<file path="src/rtl/semaforo_pedestre_pkg.sv">
// Shared encodings and defaults for the vehicle and pedestrian light controllers.
// Latency: n/a (types, constants and a pure combinational helper).
// Backpressure: n/a.
package semaforo_pedestre_pkg;

    // Pedestrian FSM states; encodings are shared with the vehicle controller.
    typedef enum logic [1:0] {
        PARADO   = 2'b00,
        ANDANDO  = 2'b01,
        PISCANDO = 2'b10,
        FALHA    = 2'b11
    } estado_t;

    // Vehicle lights packed as {verde, amarela, vermelha}; exactly one lamp lit.
    typedef enum logic [2:0] {
        LUZ_VERDE    = 3'b100,
        LUZ_AMARELA  = 3'b010,
        LUZ_VERMELHA = 3'b001
    } luz_t;

    localparam int TEMPO_ANDAR_PADRAO = 20;
    localparam int MEIO_PISCA_PADRAO  = 2;

    // Walk/flash counter is 5 bits and saturates rather than wrapping.
    localparam logic [4:0] CONT_MAX = 5'd31;

    // A light combination is trustworthy only when exactly one lamp is on.
    function automatic logic luz_valida(input logic [2:0] luzes);
        logic ok;
        case (luzes)
            LUZ_VERDE, LUZ_AMARELA, LUZ_VERMELHA: ok = 1'b1;
            default:                              ok = 1'b0;
        endcase
        return ok;
    endfunction

endpackage

</file>
<file path="src/rtl/semaforo_pedestre_sincroniza_borda.sv">
// Brings the raw push-button into clk and emits one pulse per press.
// Latency: pulse is registered, 3 rising edges after the input goes high.
// Backpressure: none; holding the button longer never produces a second pulse.
module sincroniza_borda (
    input  logic clk,
    input  logic reset,
    input  logic i_assinc,
    output logic o_pulso
);

    logic r_sinc1;
    logic r_sinc2;
    logic r_ant;
    logic r_pulso;

    // Two-flop synchronizer, previous-value flop and registered rising-edge pulse.
    always_ff @(posedge clk or posedge reset) begin
        if (reset) begin
            r_sinc1 <= 1'b0;
            r_sinc2 <= 1'b0;
            r_ant   <= 1'b0;
            r_pulso <= 1'b0;
        end else begin
            r_sinc1 <= i_assinc;
            r_sinc2 <= r_sinc1;
            r_ant   <= r_sinc2;
            r_pulso <= r_sinc2 & ~r_ant;
        end
    end

    assign o_pulso = r_pulso;

endmodule

</file>
<file path="src/rtl/semaforo_pedestre.sv">
// Pedestrian crossing controller: request latch, walk timer, flashing don't-walk, fault lock-out.
// Latency: lamps and request outputs are registered, 1 cycle after the sampled condition.
// Backpressure: none; the vehicle controller sees pedestre and may serve it at any time.
module semaforo_pedestre
    import semaforo_pedestre_pkg::*;
#(
    parameter int TEMPO_ANDAR = TEMPO_ANDAR_PADRAO,
    parameter int MEIO_PISCA  = MEIO_PISCA_PADRAO
) (
    input  logic clk,
    input  logic reset,
    input  logic botao,
    input  logic luzVerde,
    input  logic luzAmarela,
    input  logic luzVermelha,
    output logic pedestre,
    output logic andar,
    output logic parar,
    output logic pedidoPendente
);

    localparam int MEIO_W = (MEIO_PISCA > 1) ? $clog2(MEIO_PISCA) : 1;

    logic [2:0]        w_luzes;
    logic              w_valida;
    logic              w_pulso;
    logic              w_muda;
    logic              w_entra_andando;
    estado_t           r_estado;
    estado_t           w_prox;
    logic [4:0]        r_cont;
    logic [4:0]        w_cont_prox;
    logic [MEIO_W-1:0] r_meio;
    logic [MEIO_W-1:0] w_meio_prox;
    logic              r_andar;
    logic              w_andar_prox;
    logic              r_parar;
    logic              w_parar_prox;
    logic              r_pedido;
    logic              w_pedido_prox;

    assign w_luzes  = {luzVerde, luzAmarela, luzVermelha};
    assign w_valida = luz_valida(w_luzes);

    sincroniza_borda u_sincroniza_borda (
        .clk      (clk),
        .reset    (reset),
        .i_assinc (botao),
        .o_pulso  (w_pulso)
    );

    // Next state: invalid lights always win; leaving red ends the walk before the timer does.
    always_comb begin
        w_prox = r_estado;
        if (!w_valida) begin
            w_prox = FALHA;
        end else begin
            case (r_estado)
                PARADO: begin
                    if (w_luzes == LUZ_VERMELHA) w_prox = ANDANDO;
                end
                ANDANDO: begin
                    if (!luzVermelha)                             w_prox = PARADO;
                    else if (r_cont == 5'(TEMPO_ANDAR - 1))       w_prox = PISCANDO;
                end
                PISCANDO: begin
                    if (!luzVermelha) w_prox = PARADO;
                end
                FALHA: begin
                    if (w_luzes == LUZ_VERDE) w_prox = PARADO;
                end
                default: w_prox = FALHA;
            endcase
        end
    end

    assign w_muda          = (w_prox != r_estado);
    assign w_entra_andando = w_muda && (w_prox == ANDANDO);

    // Next lamp values, counter, blink phase and request latch, all decoded from the next state.
    always_comb begin
        w_andar_prox  = 1'b0;
        w_parar_prox  = 1'b1;
        w_meio_prox   = '0;
        w_cont_prox   = r_cont;
        w_pedido_prox = r_pedido;

        case (w_prox)
            ANDANDO: begin
                w_andar_prox = 1'b1;
                w_parar_prox = 1'b0;
            end
            PISCANDO: begin
                // Flash begins dark on entry, then flips every MEIO_PISCA cycles.
                if (r_estado != PISCANDO) begin
                    w_parar_prox = 1'b0;
                    w_meio_prox  = '0;
                end else if (r_meio == MEIO_W'(MEIO_PISCA - 1)) begin
                    w_parar_prox = ~r_parar;
                    w_meio_prox  = '0;
                end else begin
                    w_parar_prox = r_parar;
                    w_meio_prox  = r_meio + MEIO_W'(1);
                end
            end
            default: begin
                w_andar_prox = 1'b0;
                w_parar_prox = 1'b1;
            end
        endcase

        if (w_muda) begin
            w_cont_prox = 5'd0;
        end else if ((r_estado == ANDANDO || r_estado == PISCANDO) && r_cont != CONT_MAX) begin
            w_cont_prox = r_cont + 5'd1;
        end

        // Press is only accepted while a request could still be served; walk entry clears it last.
        if (w_pulso && (r_estado == PARADO || r_estado == PISCANDO)) begin
            w_pedido_prox = 1'b1;
        end
        if (w_entra_andando) begin
            w_pedido_prox = 1'b0;
        end
    end

    // State, counter and registered outputs; reset is the safe don't-walk condition.
    always_ff @(posedge clk or posedge reset) begin
        if (reset) begin
            r_estado <= PARADO;
            r_cont   <= 5'd0;
            r_meio   <= '0;
            r_andar  <= 1'b0;
            r_parar  <= 1'b1;
            r_pedido <= 1'b0;
        end else begin
            r_estado <= w_prox;
            r_cont   <= w_cont_prox;
            r_meio   <= w_meio_prox;
            r_andar  <= w_andar_prox;
            r_parar  <= w_parar_prox;
            r_pedido <= w_pedido_prox;
        end
    end

    assign andar          = r_andar;
    assign parar          = r_parar;
    assign pedestre       = r_pedido;
    assign pedidoPendente = r_pedido;

endmodule

</file>
<file path="config.mk">
export PLATFORM = sky130hd
export DESIGN_NAME = semaforo_pedestre
export DESIGN_NICKNAME = d
export VERILOG_FILES = /design/src/rtl/semaforo_pedestre_pkg.sv /design/src/rtl/semaforo_pedestre_sincroniza_borda.sv /design/src/rtl/semaforo_pedestre.sv
export SDC_FILE = /design/constraint.sdc
export NUM_CORES = 1
export LEC_CHECK = 0
export ABC_CLOCK_PERIOD_IN_PS = 2800
export CAP_MARGIN = 0
export CORE_UTILIZATION = 40
export DETAILED_ROUTE_END_ITERATION = 7
export GPL_TIMING_DRIVEN = 0
export PLACE_DENSITY = 0.69
export SLEW_MARGIN = 20
export SYNTH_ARGS = -nofsm -noshare
export SYNTH_HDL_FRONTEND = slang
export SYNTH_SLANG_ARGS = --single-unit
</file>
<file path="constraint.sdc">
create_clock -name clk -period 2.8 [get_ports clk]
set_input_delay 0.28 -clock clk [delete_from_list [all_inputs] [get_ports clk]]
set_output_delay 0.28 -clock clk [all_outputs]
set_load 0.02 [all_outputs]
</file>
==> impl_metrics.toml, run 1 <==
[status]
result_of_the_run = "finished clean"

[clock_network]
cts_inserted_buffers = 3
cts.hold.buffers_added = 0
cts_repair_resize_count = 0
htree_num_levels = 1
tritoncts = "built"
clk_transition_reported_paths_ns = 0.08
clk_latency_ns = 0.27
cts_setup_buffers = 0
clk_path_buf_depth = 2
clock_sink_count = 15
root_buffer = "sky130_fd_sc_hd__clkbuf_4"

[setup_path]
timing.rr.start = "r_estado[1]"
critical_path.max_stage_delay_ns = 0.46
setup.worst_path.start_class = "flip-flop"
critical_path.cell_chain = "inv_1, ha_1, nor4b_1, nor3_1, inv_2, a221oi_2, a21oi_1"
r2r-end = "pedestre"
cp.required_ns = 2.96
timing.critical_path.to_type = "flip-flop"
r2r_slack_ns = 0.81
crit_path_max_fanout = 7
timing_worst_setup_path_type = "reg -> reg"
crit_start = "r_estado[1]"
crit_arrival_ns = 2.14
critical-path-slowest-cell = "sky130_fd_sc_hd__dfrtp_1"
worst_r2r_path_depth = 7

[synth]
postSynth.topFlopCell = "sky130_fd_sc_hd__dfrtp_1"
synth-compound-area-share_pct = 14.2
muxShareOfSynthArea_pct = 2.30
synth_async_sr_flop_share_pct = 100
yosys_warnings = 0
synthAdderAreaFrac_pct = 10.1
synth-seq-area-share_pct = 43.2
synth.lib_cells_used.distinct = 37
yosys.area_share.xor_xnor_pct = 5.03
synthesis.area_per_instance_um2 = 10.9
synth_edf_count = 0
largest_family_of_logic_cells_by_synthesized_area = "simple AND/OR/NAND/NOR gates"
synth_simple_gate_area_share_pct = 20.8
synth_area_um2 = 871
syn_inst = 80
ys_seq_elements = 15
synthesis.nets = 93

[sta]
postLayoutSetupSlackWorst_ns = 0.815
hold_violations = 0
final-max-slew-violation-count = 0
layout_worst_path_cycle_share_pct = 70.9
final.min_clock_period_ns = 1.99
fmaxAchievable_mhz = 504
timing.max_slew.rel_slack_pct = 65.2
fin_tns_setup_ns = 0
timing.final.setup_violations = 0
grt_setup_unrepaired = "no"
worst_pin_slew_ns = 0.522
timing.clock.skew_ns = 0.00680

[finish]
nNetsFinal = 106
layout.filler_cells = 195
finish.utilization_pct = 50.5
synthToLayoutAreaGrowth_pct = 16.1
final_area_mm2 = 0.00101
insertedDiodeCount = 0
layout-drive-gt1-share_pct = 13.0

[run]
timing.max_cap.violations = 0

[place]
place_area_um2 = 985
global_placer_s_final_weighted_congestion = 0.765
dp_hpwl_mm = 1.10
dpl_worst_slack_ns = 0.731
port_buffers = 8

[detailed_routing]
drt-wirelength-per-cell_um = 11.8
detail_route.vias_per_cell = 5.21
detail-route-antenna-nets = 0
drt_iter0_markers = 4
vias = 620
totalWireLength_mm = 1.40
initial_drt_pass_iterations = 4
drcViolationCount = 0

[floorplanning]
floorplan.rows = 16
top_level_ports = 10
die_w_um = 48.7
initial_utilization_pct = 43.5
die_height_um = 48.7
die_area_mm2 = 0.00237
fp.coreArea_mm2 = 0.00200

[global_route]
global_route_wire_length_before_repair_mm = 2.59
grt_overflow_total = 0
vias_in_the_first_global_route = 601
antenna_violations_before_repair = 0
grt_use_total_pct = 14.2
grt_max_degree = 16

[worst_hold_path]
hp-class = "in -> async"

[power_and_ir_drop]
power.static_leakage_nw = 0.462
maximum_vdd_drop_uv = 474
power_per_cell_area_mw_per_mm2 = 638
power breakdown:
group | internal [mW] | switching [mW] | total, mW | leakage (nW)
combinational | 0.121 | 0.128 | 0.249 | 0.261
clock | 0.0552 | 0.0590 | 0.114 | 0.0150
sequential | 0.253 | 0.0293 | 0.282 | 0.186
total | 0.429 | 0.216 | 0.645 | 0.462
logic make-up after synthesis:
family                   count (synthesis)
AO/OA/AOI/OAI                           16
XOR/XNOR                                 5
adder cells (fa/ha/maj)                  7
buffers and inverters                    7
flip-flops                              15
multiplexers                             2
AND/OR/NAND/NOR                         28
layout by cell type (no fill, tap or decap), types with 3 or more instances in the layout:
master / Yosys / final
sky130_fd_sc_hd__dfrtp_1: 14 / 14
sky130_fd_sc_hd__clkdlybuf4s50_1: 0 / 8
sky130_fd_sc_hd__ha_1: 7 / 7
sky130_fd_sc_hd__nor2_1: 6 / 6
sky130_fd_sc_hd__a21oi_1: 4 / 4
sky130_fd_sc_hd__nand2_1: 4 / 4
sky130_fd_sc_hd__nor3_1: 3 / 3
sky130_fd_sc_hd__inv_1: 3 / 3
sky130_fd_sc_hd__xor2_1: 3 / 3
sky130_fd_sc_hd__clkbuf_4: 0 / 3
flip-flops by register name, indices dropped and copies added (netlist names):
signal / cells
r_cont: 5
r_estado: 2
andar: 1
parar: 1
pedestre: 1
r_meio: 1
u_sincroniza_borda.o_pulso: 1
u_sincroniza_borda.r_ant: 1
u_sincroniza_borda.r_sinc1: 1
u_sincroniza_borda.r_sinc2: 1
per-stage QoR:
| step | instances | total power [mW] | hold slack (ns) |
|---|---|---|---|
| global placement | 115 | 0.530 | 0.339 |
| CTS | 119 | 0.655 | 0.358 |
| detailed placement | 115 | 0.536 | 0.339 |
| floorplan | 80 | 0.454 | 0.181 |
| global route | 119 | 0.693 | 0.362 |
| finish | 119 | 0.645 | 0.345 |
critical path, delay by kind of cell (launching register included):
kind            cells  cell delay [ns]
simple gates        2             0.46
flops               1             0.46
compound gates      2             0.46
fa+ha+maj           1             0.24
buf+inv             2             0.26
cell usage after synthesis (all sizes together), types with 2 or more instances:
cell	count	share of area [%]
a21o	2	1.7
a21oi	4	2.3
a31oi	2	1.4
buf	2	2.2
dfrtp	14	40
ha	7	10
inv	4	1.7
mux2i	2	2.3
nand2	4	1.7
nand2b	2	1.7
nor2	6	2.6
nor2b	2	1.4
nor3	3	1.7
nor3b	2	2.9
o2111ai	2	2.7
o21a	2	1.7
xnor2	2	2.0
xor2	3	3.0
worst max-delay path by stage:
stage	end	slack, ns	depth (start not counted)
3_3_place_gp	pedestre	0.76	6
2_1_floorplan	r_cont[0]	1.00	7
5_1_grt	pedestre	0.63	7
4_1_cts	pedestre	0.80	7
6_report	pedestre	0.81	7
3_5_place_dp	pedestre	0.73	6
per-layer routing:
metal / track usage [%] / wire [um] / share of wire (%)
met5: 0 / 0 / 0
met3: 4.72 / 64 / 4.6
met2: 23.1 / 655 / 47
met4: 2.94 / 9 / 0.64
met1: 18.2 / 670 / 48
area by class of cell:
class / instances / area [um2] / area share (%)
plain buffers: 3 / 22.5 / 2.23
clock buffers: 4 / 26.3 / 2.60
inverters: 4 / 15.0 / 1.49
multi-input cells: 58 / 457 / 45.2
flip-flops and latches: 15 / 377 / 37.3
well taps: 27 / 33.8 / 3.34
repair buffers: 8 / 80.1 / 7.92
Note: power is estimated with default switching activity, not from simulation.
==> run 2: changes to the inputs <==
- ABC_CLOCK_PERIOD_IN_PS: 2800 -> 1910
- clock period: 2.8 -> 1.91 ns (I/O delays scaled with it)
==> impl_metrics.toml, run 2 (same netlist as run 1, synthesis figures left out) <==
[status]
result_of_the_run = "finished clean"

[detailed_routing]
drt_iter0_markers = 4
totalWireLength_mm = 1.54
vias = 630
initial_drt_pass_iterations = 2
drt-wirelength-per-cell_um = 12.5
detail-route-antenna-nets = 0
detail_route.vias_per_cell = 5.12
drcViolationCount = 0

[finish]
layout.cells.most_common_list = "sky130_fd_sc_hd__dfrtp_1 (12), sky130_fd_sc_hd__clkdlybuf4s50_1 (8), sky130_fd_sc_hd__nor2_1 (6), sky130_fd_sc_hd__buf_4 (5)"
nNetsFinal = 110
top_regs = "r_cont: 5 flops, r_estado: 2 flops"
top_register = "r_cont"
layout.cells.most_common = "sky130_fd_sc_hd__dfrtp_1"
finish.utilization_pct = 54.2
final-instance-count-excl-fill = 123
layout-drive-gt1-share_pct = 27.1
synthToLayoutAreaGrowth_pct = 24.6
largest_reg_flops = 5
insertedDiodeCount = 0
layout.filler_cells = 192
final_area_mm2 = 0.00108

[floorplanning]
top_level_ports = 10
initial_utilization_pct = 43.5
fp.coreArea_mm2 = 0.00200
die_height_um = 48.7
die_w_um = 48.7
floorplan.rows = 16
die_area_mm2 = 0.00237

[sta]
timing.max_slew.rel_slack_pct = 65.1
final-max-slew-violation-count = 0
timing.clock.skew_ns = 0.00796
fmaxAchievable_mhz = 554
layout_worst_path_cycle_share_pct = 94.5
timing.final.setup_violations = 0
final.min_clock_period_ns = 1.81
hold_violations = 0
fin_tns_setup_ns = 0
worst_pin_slew_ns = 0.524
postLayoutSetupSlackWorst_ns = 0.105
holdWs_ns = 0.254

[setup_path]
cp.required_ns = 2.07
timing.critical_path.to_type = "flip-flop"
crit_arrival_ns = 1.96
crit_path_max_fanout = 5
timing_worst_setup_path_type = "reg -> reg"
worst_r2r_path_depth = 7
setup.worst_path.start_class = "flip-flop"

[power_and_ir_drop]
maximum_vdd_drop_uv = 738
design_power_total_mw = 0.997
power.static_leakage_nw = 0.484
power_per_cell_area_mw_per_mm2 = 920

[place]
place_inst = 115
place_area_um2 = 985
global_placer_s_final_weighted_congestion = 0.765
port_buffers = 8
dp_hpwl_mm = 1.10
dpl_worst_slack_ns = -0.0803

[clock_network]
root_buffer = "sky130_fd_sc_hd__clkbuf_4"
tritoncts = "built"
clock_sink_count = 15
clk_transition_reported_paths_ns = 0.08
htree_num_levels = 1
cts_inserted_buffers = 3
clk_path_buf_depth = 2
clk_latency_ns = 0.27
cts.hold.buffers_added = 0

[global_route]
antenna_violations_before_repair = 0
vias_in_the_first_global_route = 631
grt_overflow_total = 0
grt.met3_usage_pct = 4.72
grt_use_total_pct = 15.1
grt_max_degree = 16
global_route_wire_length_before_repair_mm = 2.75
global_route.usage.met2_pct = 25.0
grt_most_used_layer = "met2"
gr-usage-met1_pct = 19.2

[worst_hold_path]
hp-class = "in -> async"

[run]
timing.max_cap.violations = 0
run 2: changes by cell type in the layout (fill, tap and decap cells not counted), sizes merged:
cell,change
buf,+4
run 2: per-layer routing:
layer  vias up  part of all wire [%]
li1        318                     -
met1       301                    47
met2         9                    50
met3         2                   2.9
met4         0                  0.59
met5         -                     0
run 2: timing repair:
| action | in CTS | in global routing |
|---|---|---|
| pin swaps | 0 | 2 |
| endpoints found under the setup margin | 7 | 6 |
| resized for setup | 3 | 8 |
| setup buffers | 3 | 1 |
run 2: report_power, final:
part	switching [mW]	internal (mW)
clock network	0.0881	0.0809
registers	0.0346	0.372
logic	0.213	0.209
run 2: critical path, stage by stage, from the launching register on:
cell	delay, ns
sky130_fd_sc_hd__dfrtp_2	0.41
sky130_fd_sc_hd__inv_1	0.13
sky130_fd_sc_hd__ha_2	0.25
sky130_fd_sc_hd__nor4b_2	0.07
sky130_fd_sc_hd__nor3_2	0.26
sky130_fd_sc_hd__inv_2	0.10
sky130_fd_sc_hd__a221oi_2	0.36
sky130_fd_sc_hd__a21oi_1	0.11
run 2: worst paths after layout:
check	start	end	slack (ns)
worst max-delay path	r_estado[0]	pedestre	0.10
worst max register to register	r_estado[0]	pedestre	0.10
worst min-delay path	reset	pedestre	0.25
max in group asynchronous	reset	r_estado[1]	1.27
min in group clk	u_sincroniza_borda.r_sinc1	u_sincroniza_borda.r_sinc2	0.35
worst min register to register	u_sincroniza_borda.r_sinc1	u_sincroniza_borda.r_sinc2	0.35
run 2: final cells by class:
class                           instances  area (um2)  share of cell area [%]
Multi-Input combinational cell         58         497                    45.8
Sequential cell                        15         379                    34.9
Timing Repair Buffer                   12         110                    10.1
Tap cell                               27        33.8                    3.11
Clock buffer                            4        26.3                    2.42
Buffer                                  3        23.8                    2.19
Inverter                                4        15.0                    1.38
